==> src/rtl/ram_event_capture.sv <==
// rtl/ram_event_capture.sv - glitch-filtered RAM bus event capture into a 2-entry queue
//
// Triple-samples the synchronized bus word and strobe, majority-votes each bit
// over the three samples, and on every rising edge of the voted strobe captures
// {voted bus word, cycle-delta timestamp} into a 2-entry FIFO.
//
// Ports:
//   clk            sole clock, rising edge
//   reset          asynchronous active-low reset
//   bus_in         bus word, already synchronized to clk
//   strobe_in      event strobe, active-high, already synchronized to clk
//   out_data       voted bus word of the queue head
//   out_ts         timestamp delta of the queue head
//   out_valid      queue non-empty
//   out_ready      consumer accepts the head when out_valid && out_ready
//   overflow       sticky: an event was dropped because the queue was full
//   overflow_clear synchronous clear of overflow (a coincident drop wins)
module ram_event_capture #(
  parameter int WIDTH    = 16,
  parameter int TS_WIDTH = 16
) (
  input  logic                clk,
  input  logic                reset,
  input  logic [WIDTH-1:0]    bus_in,
  input  logic                strobe_in,
  output logic [WIDTH-1:0]    out_data,
  output logic [TS_WIDTH-1:0] out_ts,
  output logic                out_valid,
  input  logic                out_ready,
  output logic                overflow,
  input  logic                overflow_clear
);

  logic [WIDTH-1:0]    s0, s1, s2;
  logic                t0, t1, t2;
  logic                fs;
  logic [TS_WIDTH-1:0] ts_cnt;

  logic [WIDTH-1:0]    q_data [2];
  logic [TS_WIDTH-1:0] q_ts   [2];
  logic                wr_ptr;
  logic                rd_ptr;
  logic [1:0]          count;

  logic [WIDTH-1:0]    voted_bus;
  logic                voted_strobe;
  logic                evt;
  logic                full;
  logic                pop;
  logic                push;
  logic                drop;

  assign voted_bus    = (s0 & s1) | (s0 & s2) | (s1 & s2);
  assign voted_strobe = (t0 & t1) | (t0 & t2) | (t1 & t2);
  assign evt          = voted_strobe & ~fs;

  assign out_valid = (count != 2'd0);
  assign full      = (count == 2'd2);
  assign pop       = out_valid & out_ready;
  // A pop in the same cycle frees the slot the new event needs.
  assign push      = evt & (~full | pop);
  assign drop      = evt & full & ~pop;

  assign out_data = q_data[rd_ptr];
  assign out_ts   = q_ts[rd_ptr];

  always_ff @(posedge clk or negedge reset) begin
    if (!reset) begin
      s0       <= '0;
      s1       <= '0;
      s2       <= '0;
      t0       <= 1'b0;
      t1       <= 1'b0;
      t2       <= 1'b0;
      fs       <= 1'b0;
      ts_cnt   <= '0;
      wr_ptr   <= 1'b0;
      rd_ptr   <= 1'b0;
      count    <= 2'd0;
      overflow <= 1'b0;
      for (int i = 0; i < 2; i++) begin
        q_data[i] <= '0;
        q_ts[i]   <= '0;
      end
    end else begin
      s0 <= bus_in;
      s1 <= s0;
      s2 <= s1;
      t0 <= strobe_in;
      t1 <= t0;
      t2 <= t1;
      fs <= voted_strobe;

      // Restart at 1 so the next accepted event reports the edge distance;
      // dropped events leave the count running so deltas sum across a drop.
      if (push) begin
        ts_cnt <= TS_WIDTH'(1);
      end else if (ts_cnt != {TS_WIDTH{1'b1}}) begin
        ts_cnt <= ts_cnt + 1'b1;
      end

      if (push) begin
        q_data[wr_ptr] <= voted_bus;
        q_ts[wr_ptr]   <= ts_cnt;
        wr_ptr         <= ~wr_ptr;
      end
      if (pop) begin
        rd_ptr <= ~rd_ptr;
      end

      case ({push, pop})
        2'b10:   count <= count + 2'd1;
        2'b01:   count <= count - 2'd1;
        default: count <= count;
      endcase

      if (drop) begin
        overflow <= 1'b1;
      end else if (overflow_clear) begin
        overflow <= 1'b0;
      end
    end
  end

endmodule
==> config.mk <==
export PLATFORM = sky130hd
export DESIGN_NAME = ram_event_capture
export DESIGN_NICKNAME = d
export VERILOG_FILES = /design/src/rtl/ram_event_capture.sv
export SDC_FILE = /design/constraint.sdc
export NUM_CORES = 1
export LEC_CHECK = 0
export ABC_AREA = 1
export CAP_MARGIN = 10
export CORE_ASPECT_RATIO = 1.25
export CORE_UTILIZATION = 45
export DETAILED_ROUTE_END_ITERATION = 12
export GPL_TIMING_DRIVEN = 0
export PLACE_DENSITY = 0.62
export SYNTH_ARGS = -nofsm -noshare
export SYNTH_HDL_FRONTEND = slang
export SYNTH_SLANG_ARGS = --single-unit
export TNS_END_PERCENT = 30
==> constraint.sdc <==
create_clock -name clk -period 1.9 [get_ports clk]
set_input_delay 0.38 -clock clk [delete_from_list [all_inputs] [get_ports clk]]
set_output_delay 0.38 -clock clk [all_outputs]
set_load 0.005 [all_outputs]
# == Word level (Yosys, flattened, before mapping) ==
# Cells that the tools add are included.
# word_totals
regBits,137
in_bits,21
out_inout_bits,34
# op_classes
addsub,3
n_lt_le_gt_ge,3
n_eq_ne,4
n_mux,15
bitwise,23
n_reduce_logical,5
# ops
operator,count
16-bit 2-to-1 mux,9
32-bit bitwise mux,2
16-bit bitwise AND,3
16-bit bitwise OR,2
"16-bit by 1-bit adder with 16-bit output, second input constant",1
16-bit demux with 1-bit select,1
"16-bit != test, second input constant",1
1-bit bitwise AND,8
2-bit nonzero test,4
1-bit inverter,5
"2-bit == test, second input constant",2
"2-bit greater-or-equal comparator, second input constant",2
1-bit inverter with 2-bit output,2
2-bit case mux with 2 select lines,1
1-bit bitwise OR,3
"2-bit by 1-bit adder with 2-bit output, second input constant",1
"2-bit by 1-bit == test with 1-bit output, second input constant",1
"2-bit by 1-bit < comparator with 1-bit output, second input constant",1
1-bit 2-to-1 mux,2
"2-bit by 1-bit subtractor with 2-bit output, second input constant",1
1-bit logical AND,1

# == Depth between registers and ports, before layout ==
# logic_depth
depth_word,7
ltp_mapped,10

# == Least setup slack after synthesis ==
# Ideal clock, no wire load.
# synth_timing
path_kind,register -> register
start,reg count[1]
end,reg count[1]
arrival_ns,1.615
required_time_ns,1.769
slack_ns,0.154
path_stages_with_launch,11
period_less_slack_ns,1.746
cell_sequence,dfrtp_1 -> inv_1 -> nor2_1 -> nand2_2 -> nand3_2 -> buf_4 -> buf_4 -> ha_1 -> a21oi_1 -> o21ai_0 -> xor2_1
# synth_between
elab_chain_cells,6
# synth_lines
element,line,rtl
from (decl),43,logic [1:0] count;
from (signal assigned),112,2'b10: count <= count + 2'd1;
from (signal assigned),113,2'b01: count <= count - 2'd1;
from (signal assigned),114,default: count <= count;
2-bit nonzero test or 2-bit == test (tied branches),"57, 58",
1-bit bitwise AND or 1-bit inverter (tied branches),"59, 61",
1-bit bitwise OR,61,assign push = evt & (~full | pop);
1-bit bitwise AND,61,
2-bit by 1-bit == test with 1-bit output or 2-bit == test (tied branches),111,"case ({push, pop})"
2-bit case mux with 2 select lines or 2-bit nonzero test (tied branches),--,
# Parallel ways exist; a longest one is shown, timed or not.
# A chain may end at the register's enable or synchronous reset.

# == Worst setup path after layout ==
# layout_timing
start,reg rd_ptr
end,out out_data[7]
# layout_between
elab_chain_cells,4
# layout_lines
element,line,rtl
from (decl),42,logic rd_ptr;
from (signal assigned),108,rd_ptr <= ~rd_ptr;
1-bit inverter with 2-bit output (implied by the code),64,assign out_data = q_data[rd_ptr];
16-bit 2-to-1 mux (implied by the code) (3 in series),64,
to (decl),26,"output logic [WIDTH-1:0] out_data,"
# Every way passes these cells. The select of a mux whose other input is x is not followed.

==> impl_metrics.tcl <==
set metrics [dict create \
    startpoint_type "flip-flop" \
    grt_first_pass_wirelength_mm 20.4 \
    dr.pass1.iters 5 \
    drv_cap 0 \
    critPathMaxFanout 5 \
    routed_wl_mm 12.3 \
    die_area_um2 12900 \
    drive_gt1_frac 0.247 \
    synth_fp_nets 616 \
    peakVddDrop_v 0.000690 \
    synthFlopType "dfrtp_1" \
    crit_type "reg2out" \
    path_clk_slew_ns 0.06 \
    num_vias 4098 \
    syn_area_um2 5610 \
    path_cells "clkinv_4, buf_12, buf_8, clkbuf_16, nand2_1, nand2_1, buf_2" \
    max-clock-path-buffers 2 \
    htreeDepth 4 \
    violations "setup timing" \
    max_freq_ghz 0.515 \
    cts-buffers-inserted 17 \
    slew_headroom 0.663 \
    path_common_cell "nand2_1" \
    rows 45 \
    worst_slack_ns -0.0428 \
    yosys_warnings 0 \
    ant_nets 0 \
    yosys.area.top_type "dfrtp_1" \
    drt_iter0_drc 200 \
    initial_core_util 0.461 \
    synth_edf_count 0 \
    seq_area_um2 3430 \
    drc_errors 0 \
    tns_ns -0.262 \
    grt_pass1_vias 4124 \
    hold_path.class "reg2reg" \
    area_growth_pct 28.9 \
    antenna_found_initial 0 \
    fin_crit_sh 1.02 \
    multiInputGateArea_um2 2030 \
    synth_area_leaders "dfrtp_1 61%, nand2_1 20%, o21ai_2 3.1%" \
    ys_seq_elements 137 \
    dpl-instance-area_um2 6380 \
    dp_slack_ns -0.486 \
    ys_seq_area_frac 0.612 \
    synth_top_area_share 0.612 \
    netlist_instances 593 \
    async_reset_ff_frac 1.00 \
    num-nets-final 702 \
    critPathMaxStageDelay_ns 0.42 \
    hold_ws_ns 0.375 \
    cp.arrival_ns 1.56 \
    p_per_area_nw_per_um2 1420 \
    yosysMostFrequentCell "nand2_1" \
    die_h_um 127 \
    cts_tree "built" \
    grt_max_degree 96 \
    via_per_inst 4.79 \
    hold_viol_final 0 \
    netlist_top_cells_count "299 x nand2_1, 137 x dfrtp_1, 21 x inv_1" \
    critPathSlowestCell "dfrtp_2" \
    cp.required_ns 1.52 \
    rsz0062_at_grt "yes" \
    leakage_nw 3.67 \
    port_buffers 54 \
    grt_usage 0.212 \
    clkSinkCount 137 \
    cp-end-kind "output port" \
    num_io_pins 55 \
    fp.dieW_um 102 \
    synthDistinctLibCells 29 \
    insertedDiodeCount 0 \
    avgSynthCellArea_um2 9.45 \
    final_area_um2 7220 \
    finalMaxSlewViolations 0 \
    fin_crit_ns 1.94 \
    clock_skew_ns 0.00529 \
    worst_pin_slew_ns 0.506 \
    clk_latency_ns 0.41 \
    status "finished, violations left" \
    gp_congestion 0.874 \
    dp_hpwl_mm 7.86 \
    core_area_um2 12200 \
    grt-ovfl-total 0 \
    finalSetupViolCount 12 \
    nFillCells 1080 \
    routedWlPerCell_um 14.4 \
    clockRootBuffer "clkbuf_16" \
]
sequential cells by signal, summed over array words and instances, names as in the netlist:
signal / count
q_data: 32
q_ts: 32
s0: 16
s1: 16
s2: 16
ts_cnt: 16
count: 2
fs: 1
overflow: 1
rd_ptr: 1
t0: 1
t1: 1
t2: 1
wr_ptr: 1
worst paths after layout:
| check | depth (start not counted) | slack, ns | from | to |
|---|---|---|---|---|
| setup / recovery | 7 | -0.04 | rd_ptr | out_data[7] |
| hold / removal | 0 | 0.38 | s1[0] | s2[0] |
| setup reg to reg | 8 | 0.17 | t1 | count[1] |
| hold reg to reg | 0 | 0.38 | s1[0] | s2[0] |
| max in group asynchronous | 3 | 0.63 | reset | q_data[2] |
| min in group asynchronous | 2 | 0.45 | reset | count[1] |
cell type report:
type | count | area share
repair buffers | 70 | 0.0866
well taps | 164 | 0.0284
inverters | 24 | 0.0132
plain buffers | 19 | 0.0357
flip-flops and latches | 137 | 0.475
clock inverters | 13 | 0.0203
clock buffers | 19 | 0.0599
multi-input cells | 410 | 0.281
report_power, final:
group / total (mW) / switching (mW) / internal [mW]
clock: 3.18 / 1.24 / 1.94
sequential: 3.90 / 0.411 / 3.49
combinational: 3.15 / 1.64 / 1.51
through the flow:
step	total power [mW]	cells	util
2_1_floorplan	5.19	593	-
3_3_place_gp	6.36	811	0.522
3_5_place_dp	6.44	812	0.525
4_1_cts	10.2	857	0.590
5_1_grt	10.8	856	0.594
6_report	10.2	856	0.594
cell usage in the layout (no fill, tap or decap), types with 3 or more instances in the layout:
cell             count
nor2_1              15
inv_1               21
nand2_4              5
o21ai_2             20
nand4_1              7
dfrtp_1            136
o21ai_0              3
clkinvlp_4           5
maj3_1              16
nand2_1            267
nand2_2             33
buf_8                4
clkbuf_2             7
clkbuf_16           22
a21oi_1              3
buf_6               19
inv_6                3
buf_2               26
nor2_4               3
nor2_2               3
clkinv_4             3
clkdlybuf4s50_1     20
nand3_1             19
xor2_1               4
or2_2                3
critical path: cells and delay by family (launching register included):
| kind | cells | cell delay [ns] |
|---|---|---|
| buf+inv | 5 | 0.62 |
| simple gates | 2 | 0.11 |
| flops | 1 | 0.42 |
cells by family (layout without fill, tap and decap cells):
group,Yosys count,in the layout,synth area share
simple gates,358,358,0.262
flops,137,137,0.612
buf+inv,46,145,0.0451
compound gates,29,29,0.0404
fa+ha+maj,18,18,0.0330
xor+xnor,5,5,0.00781
routing by layer:
layer,vias up,share of wire,track usage
li1,2023,-,-
met1,1989,0.44,0.262
met2,78,0.52,0.361
met3,8,0.030,0.0490
met4,0,0.0084,0.0765
met5,-,0,0
repair_timing:
item	CTS	global route
setup buffers	10	0
setup endpoints to repair	33	34
hold endpoints to repair	42	0
pin swaps	4	8
resized for setup	158	43
gates cloned	3	1
hold buffers	1	0
No activity file was read; power rests on OpenSTA's default activity.
